File: src/rtl/if_fetch_unit_if.sv
// Handshake bundles for the instruction-fetch stage:
// memory request/response port and fetch-to-decode port.
interface if_fetch_imem_if;
  logic        imem_req_valid;
  logic [31:0] imem_req_addr;
  logic        imem_req_ready;
  logic        imem_rsp_valid;
  logic [31:0] imem_rsp_data;

  modport master (
    output imem_req_valid,
    output imem_req_addr,
    input  imem_req_ready,
    input  imem_rsp_valid,
    input  imem_rsp_data
  );

  modport slave (
    input  imem_req_valid,
    input  imem_req_addr,
    output imem_req_ready,
    output imem_rsp_valid,
    output imem_rsp_data
  );
endinterface

interface if_fetch_id_if;
  logic        id_valid;
  logic [31:0] id_instr;
  logic [31:0] id_pc;
  logic        id_ready;

  modport master (
    output id_valid,
    output id_instr,
    output id_pc,
    input  id_ready
  );

  modport slave (
    input  id_valid,
    input  id_instr,
    input  id_pc,
    output id_ready
  );
endinterface

File: src/rtl/if_fetch_unit.sv
// Instruction-fetch stage: PC, credit-based request issue,
// in-order prefetch FIFO and redirect flush with stale-drop.
module if_fetch_unit #(
  parameter logic [31:0] RESET_PC   = 32'h0000_0000,
  parameter int          FIFO_DEPTH = 2
) (
  input  logic              clk,
  input  logic              rst,
  input  logic              redirect_valid,
  input  logic [31:0]       redirect_pc,
  if_fetch_imem_if.master   imem,
  if_fetch_id_if.master     id
);

  localparam int PW = $clog2(FIFO_DEPTH);
  localparam int CW = PW + 1;
  localparam int SW = CW + 2;

  logic [31:0]   r_fetch_pc;
  logic [31:0]   r_rsp_pc;
  logic [CW-1:0] r_count;
  logic [CW-1:0] r_live;
  logic [CW-1:0] r_drop;
  logic [PW-1:0] r_wr_ptr;
  logic [PW-1:0] r_rd_ptr;
  logic [31:0]   r_instr [FIFO_DEPTH];
  logic [31:0]   r_pc    [FIFO_DEPTH];

  logic [SW-1:0] w_sum;
  logic [SW-1:0] w_drop_redir;
  logic          w_req_valid;
  logic          w_accept;
  logic          w_inflight;
  logic          w_rsp;
  logic          w_rsp_live;
  logic          w_push;
  logic          w_pop;
  logic          w_id_valid;
  logic [31:0]   w_redir_pc;
  logic          w_unused;

  assign w_unused    = ^redirect_pc[1:0];
  assign w_redir_pc  = {redirect_pc[31:2], 2'b00};

  // Credits cover FIFO entries plus every outstanding response.
  assign w_sum       = SW'(r_count) + SW'(r_live) + SW'(r_drop);
  assign w_req_valid = !rst && (w_sum < SW'(FIFO_DEPTH));
  assign w_accept    = w_req_valid && imem.imem_req_ready;

  assign w_inflight  = (r_live != '0) || (r_drop != '0);
  assign w_rsp       = imem.imem_rsp_valid && w_inflight;
  assign w_rsp_live  = w_rsp && (r_drop == '0);
  assign w_push      = !rst && w_rsp_live && !redirect_valid;

  assign w_id_valid  = (r_count != '0);
  assign w_pop       = w_id_valid && id.id_ready;

  // Redirect folds live into drop; a same-cycle response retires one.
  assign w_drop_redir = SW'(r_drop) + SW'(r_live)
                      + SW'(w_accept) - SW'(w_rsp);

  assign imem.imem_req_valid = w_req_valid;
  assign imem.imem_req_addr  = r_fetch_pc;

  assign id.id_valid = w_id_valid;
  assign id.id_instr = w_id_valid ? r_instr[r_rd_ptr] : '0;
  assign id.id_pc    = w_id_valid ? r_pc[r_rd_ptr]    : '0;

  always_ff @(posedge clk) begin
    if (rst) begin
      r_fetch_pc <= RESET_PC;
      r_rsp_pc   <= RESET_PC;
      r_count    <= '0;
      r_live     <= '0;
      r_drop     <= '0;
      r_wr_ptr   <= '0;
      r_rd_ptr   <= '0;
    end else if (redirect_valid) begin
      r_fetch_pc <= w_redir_pc;
      r_rsp_pc   <= w_redir_pc;
      r_count    <= '0;
      r_live     <= '0;
      r_drop     <= CW'(w_drop_redir);
      r_wr_ptr   <= '0;
      r_rd_ptr   <= '0;
    end else begin
      if (w_accept)
        r_fetch_pc <= r_fetch_pc + 32'd4;
      r_live <= r_live + CW'(w_accept)
              - CW'(w_rsp_live);
      r_drop <= r_drop - CW'(w_rsp && !w_rsp_live);
      if (w_push) begin
        r_wr_ptr <= r_wr_ptr + PW'(1);
        r_rsp_pc <= r_rsp_pc + 32'd4;
      end
      if (w_pop)
        r_rd_ptr <= r_rd_ptr + PW'(1);
      r_count <= r_count + CW'(w_push) - CW'(w_pop);
    end
  end

  always_ff @(posedge clk) begin
    if (w_push) begin
      r_instr[r_wr_ptr] <= imem.imem_rsp_data;
      r_pc[r_wr_ptr]    <= r_rsp_pc;
    end
  end

  always_ff @(posedge clk) begin
    if (!rst) begin
      assert (!(w_push && r_count == CW'(FIFO_DEPTH)))
        else $error("prefetch FIFO overflow");
      assert (!(imem.imem_rsp_valid && !w_inflight))
        else $error("response with nothing in flight");
    end
  end

endmodule

File: src/flat_wrapper.sv
// flat-port wrapper written by rule: the top's interface ports become plain ports
module if_fetch_unit_flat 
#(
  parameter logic [31:0] RESET_PC   = 32'h0000_0000,
  parameter int          FIFO_DEPTH = 2
)
  (clk, rst, redirect_valid, redirect_pc, imem_imem_req_valid, imem_imem_req_addr, imem_imem_req_ready, imem_imem_rsp_valid, imem_imem_rsp_data, id_id_valid, id_id_instr, id_id_pc, id_id_ready);
  if_fetch_imem_if imem_i ();
  if_fetch_id_if id_i ();
  input  logic clk;
  input  logic rst;
  input  logic redirect_valid;
  input  logic [31:0] redirect_pc;
  output wire logic [$bits(imem_i.imem_req_valid)-1:0] imem_imem_req_valid;
  output wire logic [$bits(imem_i.imem_req_addr)-1:0] imem_imem_req_addr;
  input wire logic [$bits(imem_i.imem_req_ready)-1:0] imem_imem_req_ready;
  input wire logic [$bits(imem_i.imem_rsp_valid)-1:0] imem_imem_rsp_valid;
  input wire logic [$bits(imem_i.imem_rsp_data)-1:0] imem_imem_rsp_data;
  output wire logic [$bits(id_i.id_valid)-1:0] id_id_valid;
  output wire logic [$bits(id_i.id_instr)-1:0] id_id_instr;
  output wire logic [$bits(id_i.id_pc)-1:0] id_id_pc;
  input wire logic [$bits(id_i.id_ready)-1:0] id_id_ready;
  assign imem_imem_req_valid = imem_i.imem_req_valid;
  assign imem_imem_req_addr = imem_i.imem_req_addr;
  assign imem_i.imem_req_ready = imem_imem_req_ready;
  assign imem_i.imem_rsp_valid = imem_imem_rsp_valid;
  assign imem_i.imem_rsp_data = imem_imem_rsp_data;
  assign id_id_valid = id_i.id_valid;
  assign id_id_instr = id_i.id_instr;
  assign id_id_pc = id_i.id_pc;
  assign id_i.id_ready = id_id_ready;
  if_fetch_unit #(.RESET_PC(RESET_PC), .FIFO_DEPTH(FIFO_DEPTH)) u_core (.clk(clk), .rst(rst), .redirect_valid(redirect_valid), .redirect_pc(redirect_pc), .imem(imem_i), .id(id_i));
endmodule
File: config.mk
export PLATFORM = sky130hd
export DESIGN_NAME = if_fetch_unit_flat
export DESIGN_NICKNAME = d
export VERILOG_FILES = /design/src/rtl/if_fetch_unit_if.sv /design/src/rtl/if_fetch_unit.sv /design/src/flat_wrapper.sv
export SDC_FILE = /design/constraint.sdc
export NUM_CORES = 1
export LEC_CHECK = 0
export ABC_AREA = 1
export CAP_MARGIN = 15
export CORE_MARGIN = 5
export CORE_UTILIZATION = 53
export DETAILED_ROUTE_END_ITERATION = 7
export PLACE_DENSITY = 0.8
export REMOVE_ABC_BUFFERS = 1
export SLEW_MARGIN = 30
export SYNTH_ARGS = -nofsm -noshare
export SYNTH_HDL_FRONTEND = slang
export SYNTH_SLANG_ARGS = --single-unit
File: constraint.sdc
create_clock -name clk -period 6.3 [get_ports clk]
set_input_delay 1.89 -clock clk [delete_from_list [all_inputs] [get_ports clk]]
set_output_delay 1.89 -clock clk [all_outputs]
set_load 0.01 [all_outputs]
# After elaboration in Yosys (flattened, before gate mapping)
# Memory sizes are Yosys's and may differ from the RTL's. A register that Yosys moved wholly into a read port is not among the register bits.
# Cells that the tools add are included.
dict set report classes {
  n_lt_le_gt_ge 1
  mul 0
  div_mod_pow 0
  n_addsub 14
  bitwise_logic 0
  n_eq_ne 0
  mux 13
  n_reduce_logical 19
  shifts 0
}
# operator n
set ops {}
lappend ops {{$mux W32} 6}
lappend ops {{$add A32 B3 Y32 const B} 2}
lappend ops {{$reduce_bool A2 Y1} 5}
lappend ops {{$logic_and A1 B1 Y1} 8}
lappend ops {{$sub A2 B1 Y2} 4}
lappend ops {{$add A2 B1 Y2} 3}
lappend ops {{$mux W1} 6}
lappend ops {{$add A4 B2 Y4} 1}
lappend ops {{$lt A4 B2 Y1 const B} 1}
lappend ops {{$add A2 B2 Y3} 1}
lappend ops {{$logic_not A1 Y1} 3}
lappend ops {{$add A1 B1 Y1 const B} 2}
lappend ops {{$add A2 B2 Y2} 1}
lappend ops {{$logic_not A2 Y1} 1}
lappend ops {{$mux W2} 1}
lappend ops {{$reduce_or A2 Y1} 1}
lappend ops {{$logic_or A1 B1 Y1} 1}
dict set report totals {
  rom_bits 0
  ramBits 128
  input_bits 70
  latchBits 0
  memories 2
  reg_bits 72
}
# memory depth width read_ports rd_ports_with_merged_regs wr line_no
set mem_list {}
lappend mem_list {u_core.r_instr 2 32 1 1 1 if_fetch_unit.sv:26} ;# logic [31:0] r_instr [FIFO_DEPTH];
lappend mem_list {u_core.r_pc 2 32 1 1 1 if_fetch_unit.sv:27} ;# logic [31:0] r_pc [FIFO_DEPTH];

# Logic depth before layout (Yosys ltp)
# Gate-level depths: netlist (run 1).
dict set report depth {
  ltp_word 8
  ltp_mapped 13
  depth_no_buf 12
}

# Worst setup path after synthesis (run 1)
# OpenSTA, ideal clock, no wires.
dict set report synth_path {
  path_type {in2reg}
  from {input port rst}
  to {memory u_core.r_instr[1][0], enable pin}
  setup_ns 0.484
  slack_ns 0.862
  arrival_time_ns 4.955
  path_stages 4
  path_cell_list {clkbuf_8 -> nor2_2 -> nand2_2 -> nor2_1}
}
dict set report synth_between {
  elab_chain_cells 5
}
# element line_no
set synth_lines {}
lappend synth_lines {{from (decl)} flat_wrapper.sv:11} ;# input logic rst;
lappend synth_lines {{$logic_not A1 Y1} if_fetch_unit.sv:53} ;# assign w_push = !rst && w_rsp_live && !redirect_valid;
lappend synth_lines {{$logic_and A1 B1 Y1 (2 in a row)} if_fetch_unit.sv:53}
lappend synth_lines {{$mux W1} if_fetch_unit.sv:103} ;# if (w_push) begin
lappend synth_lines {{$mux W1 (implied by the code)} if_fetch_unit.sv:104} ;# r_instr[r_wr_ptr] <= imem.imem_rsp_data;
lappend synth_lines {{to (decl)} if_fetch_unit.sv:26}
# Every way passes these cells.

# Worst setup path in the final report (run 1)
dict set report layout_path {
  from {input port rst}
  to {output port imem_imem_req_valid}
}
dict set report layout_between {
  elab_chain_cells 2
}
# element line_no
set layout_lines {}
lappend layout_lines {{$logic_not A1 Y1} if_fetch_unit.sv:47} ;# assign w_req_valid = !rst && (w_sum < SW'(FIFO_DEPTH));
lappend layout_lines {{$logic_and A1 B1 Y1} if_fetch_unit.sv:47}
lappend layout_lines {{to (decl)} flat_wrapper.sv:14} ;# output wire logic [$bits(imem_i.imem_req_valid)-1:0] imem_imem_req_valid;
# Every way passes these cells.

==> results of run 1 <==
[where the power goes]
part,switching [W],internal [W]
registers,0.0000462,0.00137
clock network,0.000517,0.000607
logic,0.000139,0.000118
total,0.000701,0.00210
[sequential cells by signal, summed over array words and instances (netlist names), named ones only]
signal / count
u_core.r_instr: 64
u_core.r_pc: 60
u_core.imem.imem_req_addr: 30
u_core.r_rsp_pc: 30
u_core.r_count: 2
u_core.r_drop: 2
u_core.r_live: 2
u_core.r_rd_ptr: 1
u_core.r_wr_ptr: 1
[cells by family after synthesis]
| group | Yosys count | share of synthesized area [%] |
|---|---|---|
| flip-flops | 193 | 53.0 |
| AND/OR/NAND/NOR | 603 | 27.0 |
| buffers and inverters | 152 | 6.70 |
| AO/OA/AOI/OAI | 176 | 9.40 |
| XOR/XNOR | 22 | 2.00 |
| adder cells (fa/ha/maj) | 13 | 1.92 |
| other | 1 | 0.0389 |
[routing by layer]
metal,global-route usage (%),vias to the layer above,share of wire (%)
li1,-,4085,-
met1,32.1,3795,42
met2,39.1,348,46
met3,5.00,48,9.1
met4,9.43,0,3.0
met5,0,-,0
[cell type report]
| class | instances | area share (%) |
|---|---|---|
| sequential | 193 | 42.4 |
| multi-input combinational | 818 | 32.6 |
| timing repair buffer | 170 | 14.1 |
| clock buffer | 18 | 3.57 |
| inverter | 108 | 3.39 |
| tap | 229 | 2.38 |
| clock inverter | 14 | 1.52 |
[cell usage in the layout, fill, tap and decap left out, types with 16 or more instances in the layout]
cell,Yosys,layout
sky130_fd_sc_hd__inv_1,103,103
sky130_fd_sc_hd__nor2_4,13,16
sky130_fd_sc_hd__clkdlybuf4s50_1,0,160
sky130_fd_sc_hd__o21ai_0,39,39
sky130_fd_sc_hd__dfxtp_1,69,68
sky130_fd_sc_hd__edfxtp_1,124,124
sky130_fd_sc_hd__nor2_1,113,110
sky130_fd_sc_hd__clkbuf_16,0,17
sky130_fd_sc_hd__nand2_1,366,366
sky130_fd_sc_hd__a21oi_1,121,121
sky130_fd_sc_hd__nand3_1,67,67
[stage by stage]
| step | hold slack (ns) | instance area [um2] | total power [W] | cells | util [%] |
|---|---|---|---|---|---|
| 6_report | 0.449 | 12000 | 0.00280 | 1550 | 67.2 |
| 2_1_floorplan | 0.425 | 9410 | 0.00156 | 1119 | - |
| 3_3_place_gp | 0.431 | 11400 | 0.00169 | 1518 | 63.8 |
| 4_1_cts | 0.450 | 12000 | 0.00281 | 1550 | 67.2 |
| 3_5_place_dp | 0.439 | 11400 | 0.00170 | 1518 | 63.8 |
| 5_1_grt | 0.474 | 12000 | 0.00290 | 1550 | 67.2 |
[how the worst max path moves through the flow]
stage	depth (start not counted)	slack (ns)	endpoint	start
final	7	1.29	imem_imem_req_valid	rst
after CTS	7	1.26	imem_imem_req_valid	rst
after detailed placement	7	1.26	imem_imem_req_valid	rst
after global placement	7	1.30	imem_imem_req_valid	rst
after global routing	9	1.20	imem_imem_req_valid	u_core.r_live[0]
after floorplan	4	1.01	u_core.r_instr[1][0]	imem_imem_rsp_valid
[worst max-delay path, delay by kind of cell]
family | cells | cell delay [ns]
AOI/OAI and AO/OA | 1 | 0.20
buffers and inverters | 4 | 0.86
and+or+nand+nor | 2 | 0.17
[cell usage after synthesis (all sizes together), types with 5 or more instances]
cell and instances:
xor2 13, xnor2 9, ha 10, dfxtp 69
a21oi 122, nor3 7, nand3 72, clkbuf 25
nor2 136, buf 19, edfxtp 124, inv 108
nand4 5, nand2 376, o21ai 45
==> run summary, run 1 <==
The worst setup path is captured at an output pin. The logs give 0 for the number of buffers inserted by hold repair at cts and 616 for the starting DRC count in detailed routing. The final setup violation count is 0, and the total I/O pin count is 168. The required time of the critical path was 4.41 ns; the total area of sequential cells was 0.00511 mm2. After global routing the overflow that remains totals 0. Port buffering added 161 buffers. The tools report the slack of the worst reg-to-reg path as 3.05 ns. The worst setup margin came out at 1.29 ns.

The top cell type by area accounts for 38.6% of the synthesized area. The post-synthesis cell type with the largest combined area was sky130_fd_sc_hd__edfxtp_1. The terminus of the critical flop-to-flop path was u_core.r_drop[0]. Row generation in the floorplan step produced 49 rows. Entering global routing, the biggest net connects 63 pins. Along the worst path, the maximum fanout reaches 3. The layout cell share with drive strength beyond 1 was 7.12%. Slowest stage cell on the critical path: sky130_fd_sc_hd__clkdlybuf4s50_1. The run gives 1160 as the synthesized netlist cell count. Averaged over all synthesized cells, the footprint is 8.31 um2. The routed wire length was 25000 um; the number of max-slew violations in the final report was 0. Total number of clock tree sinks: 193. The remaining antenna violation count after routing came out at 0.

The post-synthesis to final-layout area growth works out to 24.9%. The startpoint of the tightest hold check path is u_core.r_rd_ptr. Measured along the y axis, the die boundary spans 145 um. The flow ran to the end, and the final reports show no timing, DRC or antenna violations.

The worst setup path is launched from an input pin. In this run, synthesis inferred 124 flip-flops with an integrated enable. For the number of setup buffers added after CTS, the log shows 0. At the worst endpoint, the arrival time is 3.12 ns. The average vias per placed instance was 5.34; the number of nets in the finished design was 1391.

At the pin with the least slew margin, the transition time is 0.722 ns. The clock period could shrink to 5.01 ns. After routing, the total negative slack on setup checks comes to 0 ns.

For the number of antenna violations at the first check in global routing, the log shows 0. The critical path is of the in2out type. The worst hold path stage count was 1; the H-tree depth reported by CTS was 4.

For the antenna diode count, the log shows 0. Across the routed clock network, the largest skew measured is 0.0129 ns. At the end of routability-driven placement, the weighted congestion stood at 0.926.

The run gives 0.00964 mm2 as the synthesized cell area. The root buffer cell chosen for the clock tree is sky130_fd_sc_hd__clkbuf_16. TritonCTS built the clock tree. The number of global-route vias before repair is 8026, and the total number of yosys warnings is 0. Across all layers, the routed design uses 8276 vias. Global routing used 24.2% of the available tracks.

The largest stage delay on the critical path came out at 0.55 ns. Setup repair after global routing left no endpoint under its margin. Yosys attributes the largest share of cell area to sky130_fd_sc_hd__edfxtp_1 (39%), sky130_fd_sc_hd__dfxtp_1 (14%), sky130_fd_sc_hd__nand2_1 (14%). The post-CTS resize count is 0.

For this run, the detailed router's first-pass iteration total came to 5. The reported leakage power is 4.48 nW, and the total of fill cells in the finished design is 1467. The synthesis-stage register bit count was 193; the maximum count of clock buffers along a single path was 2. The worst register-to-register path begins at u_core.r_live[0]. The register clock-pin slew on the reported worst setup and hold paths is 0.07 ns. For this configuration, the core starts out at a cell density of 53.8%.

The signal on the critical path passes through buf_2, inv_1, nand2_1, a21oi_2, nand2_1, inv_1, clkdlybuf4s50_1. The first global-routing pass estimated 39800 um of wire. The insertion delay to the later sink of the worst-skew pair is 0.44 ns. Prior to clock tree synthesis, the placed netlist has a worst setup slack of 1.26 ns. The length in cells of the worst reg-to-reg path was 11; the max-capacitance violation count was 0.

The type of the most critical hold path is reg2reg. Among all flip-flop cells after synthesis, the most frequent one is sky130_fd_sc_hd__edfxtp_1. Static timing analysis puts the maximum clock frequency at 200 MHz. The final hold violation count is 0, and the async set or reset register ratio after synthesis is 0%. Summed over all nets, the half-perimeter wirelength after detailed placement is 17200 um. The average wire per standard cell was 16.2 um. In this run the tightest slew margin relative to its limit is 51.8%. In the finished design, the share of the clock period the worst path needs comes to 79.5%. Summing all multi-input logic gate instances after layout gives 0.00392 mm2. The area of the placeable core is 0.0179 mm2, and the power per unit of standard cell area is 233 mW/mm2. Number of distinct library cells after synthesis: 39.

The tools report the part of the Yosys area used for sequential elements as 53.0%. The floorplan step defined a die boundary enclosing 0.0210 mm2. After detailed routing, the number of remaining DRC violations is 0. In this run the horizontal extent of the chip is 145 um.

Number of buffers created by CTS: 17. IR analysis of the VDD net gives a maximum drop of 0.201 mV.
Power figures use the tool's default switching activity.
==> inputs of run 2 (changes only) <==
--- a/config.mk
+++ b/config.mk
@@ -8,9 +8,9 @@
 export ABC_AREA = 1
 export CAP_MARGIN = 15
 export CORE_MARGIN = 5
-export CORE_UTILIZATION = 53
+export CORE_UTILIZATION = 48
 export DETAILED_ROUTE_END_ITERATION = 7
-export PLACE_DENSITY = 0.8
+export PLACE_DENSITY = 0.77
 export REMOVE_ABC_BUFFERS = 1
 export SLEW_MARGIN = 30
 export SYNTH_ARGS = -nofsm -noshare
==> constraint.sdc (replaced) <==
create_clock -name clk -period 4.6 [get_ports clk]
set_input_delay 1.38 -clock clk [delete_from_list [all_inputs] [get_ports clk]]
set_output_delay 1.38 -clock clk [all_outputs]
set_load 0.01 [all_outputs]
==> run 2 against run 1 <==
Against the previous run:
- register-to-register slack lost 1.7 ns
- via count is essentially flat
- non-clock buffer count grew 2
- cell area is essentially flat
- sequential share of layout area is essentially flat
- sequential power grew 37%
- count of clock-buffer cells in the layout shrank 1
- global-route usage shrank 2.7 points
- critical endpoint unchanged
- largest cell class unchanged
==> run summary, run 2 (synthesized netlist as in run 1, its figures left out) <==
The run finished with clean final reports. The register clock-pin slew on the reported worst setup and hold paths works out to 0.07 ns (about the same). The final hold violation count came out at 0 (unchanged). Dividing the final minimum period by the clock period gives 96.0%. The tools report the area of the die as 0.0230 mm2 (+9.7%). The endpoint identified for the worst register-to-register timing path is u_core.r_drop[0].

The run gives 54.2% (+2.4 points) as the tightest slew margin relative to the limit. The insertion delay to the later sink of the worst-skew pair is 0.44 ns (about the same), and the post-layout instance area is 0.0120 mm2 (about the same). The run gives 0.0134 ns (+0.000526 ns) as the worst clock skew. The largest registers in the layout are u_core.r_instr: 64 flops, u_core.r_pc: 60 flops. The run gives 0 (unchanged) as the max-capacitance violation count. The starting DRC count in detailed routing is 562 (-8.8%), and the number of max-slew violations in the final report is 0 (unchanged).

Power per unit of standard cell area: 308 mW/mm2 (+33%). The final weighted congestion in routability-driven placement is 0.880 (-4.9%). The cell sitting at the root of the clock tree is a sky130_fd_sc_hd__clkbuf_16. The final total power came out at 0.00371 W (+33%).

Kind of capture point of the worst setup path: an output pin. Worst hold path stage count: 1 (unchanged). The final cell count without fillers was 1588 (+2.5%). The total placed cells including tap cells is 1556 (+2.5%), and the post-CTS resize count is 0 (unchanged). The length in cells of the worst reg-to-reg path is 11 (unchanged), and the number of buffers created by CTS is 17 (unchanged). The logs give 17400 um (+0.82%) for the total half-perimeter wirelength after legalization and detailed placement and 0.0196 mm2 (+9.4%) for the area of the placeable core. The average vias per placed instance was 5.21 (-2.5%); the number of setup buffers added after CTS was 0 (unchanged).

The first-pass detailed-route iteration total was 5 (unchanged); the worst voltage drop across the vdd grid was 0.275 mV (+37%). The post-synthesis to final-layout area growth is 25.0% (about the same). The final setup violation count was 0 (unchanged); the standard cell area after detailed placement was 0.0115 mm2 (+0.50%). TritonCTS built the clock tree. The total number of clock tree sinks came out at 193 (unchanged). The number of flip-flops in the largest register is 64 (unchanged). The number of buffers inserted by hold repair at cts came out at 0 (unchanged). Number of global-route vias before repair: 7862 (-2.0%). The share of the core filled with cells in the final layout was 61.5% (-5.7 points); the average wire per standard cell was 15.5 um (-3.9%). The first-pass GRT wire length is 38900 um (-2.2%), and the remaining antenna violation count after routing is 0 (unchanged).

The antenna diode count is 0 (unchanged), and the floorplan row count is 51 (+4.1%). The actual transition at the worst max-transition pin is 0.687 ns (-0.0350 ns), and the total DRC errors in the routed layout is 0 (unchanged). Commonest non-fill, non-tap cell in the layout: sky130_fd_sc_hd__nand2_1.

The via total after detailed routing was 8268 (-0.097%); the largest fanout of any net on the critical path was 4 (+1). In this run the most critical hold path is launched from u_core.r_rd_ptr. The tools report the required time of the critical path as 3.22 ns (-1.19 ns). The horizontal die dimension works out to 152 um (+4.7%). The kind of critical path was reg2out. The global routing usage summed across all routing layers is 21.5% (-2.7 points).

The register containing the most flip-flops in the final layout was u_core.r_instr. The maximum count of clock buffers along a single path came out at 2 (unchanged). The worst setup path is launched from a flop.

The logs give 49.2% (-4.6 points) for the initial core utilization and 1393 (+0.14%) for the number of nets in the finished design. Setup repair after global routing left no endpoint under its margin. After layout, the minimum clock period comes to 4.41 ns.

In the layout the commonest cells are sky130_fd_sc_hd__nand2_1 (366), sky130_fd_sc_hd__clkdlybuf4s50_1 (160), sky130_fd_sc_hd__edfxtp_1 (124). The layout cell share with drive strength beyond 1 came out at 7.33% (+0.22 points). The run gives 168 (unchanged) as the total I/O pin count. The run gives 3.03 ns (-0.09 ns) as the worst endpoint data arrival time. The reported leakage power was 4.46 nW (-0.44%); the chip height was 152 um (+4.7%). The number of antenna violations at the first check in global routing was 0 (unchanged).

The slack of the worst reg-to-reg path came out at 1.39 ns (-1.66 ns). In this run the worst hold path is classified as reg2reg. The run gives 24600 um (-1.6%) as the routed wire length. For the pin count of the biggest net entering global routing, the log shows 63 (unchanged).

The run gives 0 (unchanged) as the overall overflow remaining after global route. The timing-limited maximum frequency came out at 227 MHz. The H-tree depth reported by CTS was 4 (unchanged).

The launch point of the worst reg-to-reg path is u_core.r_live[0]. The count of port buffers added during placement works out to 161 (unchanged).
-- run 2: stage by stage --
step	setup WS [ns]	hold WS (ns)	setup TNS, ns
CTS	0.159	0.447	0
floorplan	-0.179	0.425	-20.26
finish	0.185	0.453	0
global route	0.0175	0.462	0
detailed placement	0.653	0.435	0
global placement	0.660	0.432	0
-- run 2: how the worst max path moves through the flow --
stage | slack (ns) | to | start
2_1_floorplan | -0.18 | u_core.r_instr[1][0] | imem_imem_rsp_valid
5_1_grt | 0.02 | imem_imem_req_valid | u_core.r_live[0]
3_3_place_gp | 0.66 | imem_imem_req_valid | u_core.r_live[0]
4_1_cts | 0.16 | imem_imem_req_valid | u_core.r_live[0]
6_report | 0.19 | imem_imem_req_valid | u_core.r_live[0]
3_5_place_dp | 0.65 | imem_imem_req_valid | u_core.r_live[0]
-- run 2: worst max-delay path, stage by stage, from the launching register on --
cell	delay (ns)
sky130_fd_sc_hd__dfxtp_1	0.37
sky130_fd_sc_hd__ha_1	0.23
sky130_fd_sc_hd__fa_1	0.52
sky130_fd_sc_hd__inv_1	0.06
sky130_fd_sc_hd__fa_1	0.51
sky130_fd_sc_hd__nand2_1	0.07
sky130_fd_sc_hd__a21oi_2	0.20
sky130_fd_sc_hd__nand2_1	0.08
sky130_fd_sc_hd__inv_1	0.05
sky130_fd_sc_hd__clkdlybuf4s50_1	0.52
-- run 2: cell type report --
cell class                 count  area, um2
inverter                     108        405
sequential                   193       5110
timing repair buffer         172       1710
multi-input combinational    818       3920
clock buffer                  17        425
clock inverter                15        140
fill                        1727       7550
tap                          265        332
-- run 2: where the power goes --
group          internal (W)  leakage [nW]  switching (W)
sequential          0.00188          1.70      0.0000641
clock              0.000720         0.275       0.000701
combinational      0.000162          2.48       0.000186
total               0.00276          4.46       0.000951
-- run 2: metal layers --
layer / wire length (um) / up-vias / global-route usage, %
li1: - / 4092 / -
met1: 10800 / 3815 / 28.9
met2: 11000 / 307 / 34.0
met3: 2150 / 54 / 5.29
met4: 763 / 0 / 7.91
met5: 0 / - / 0
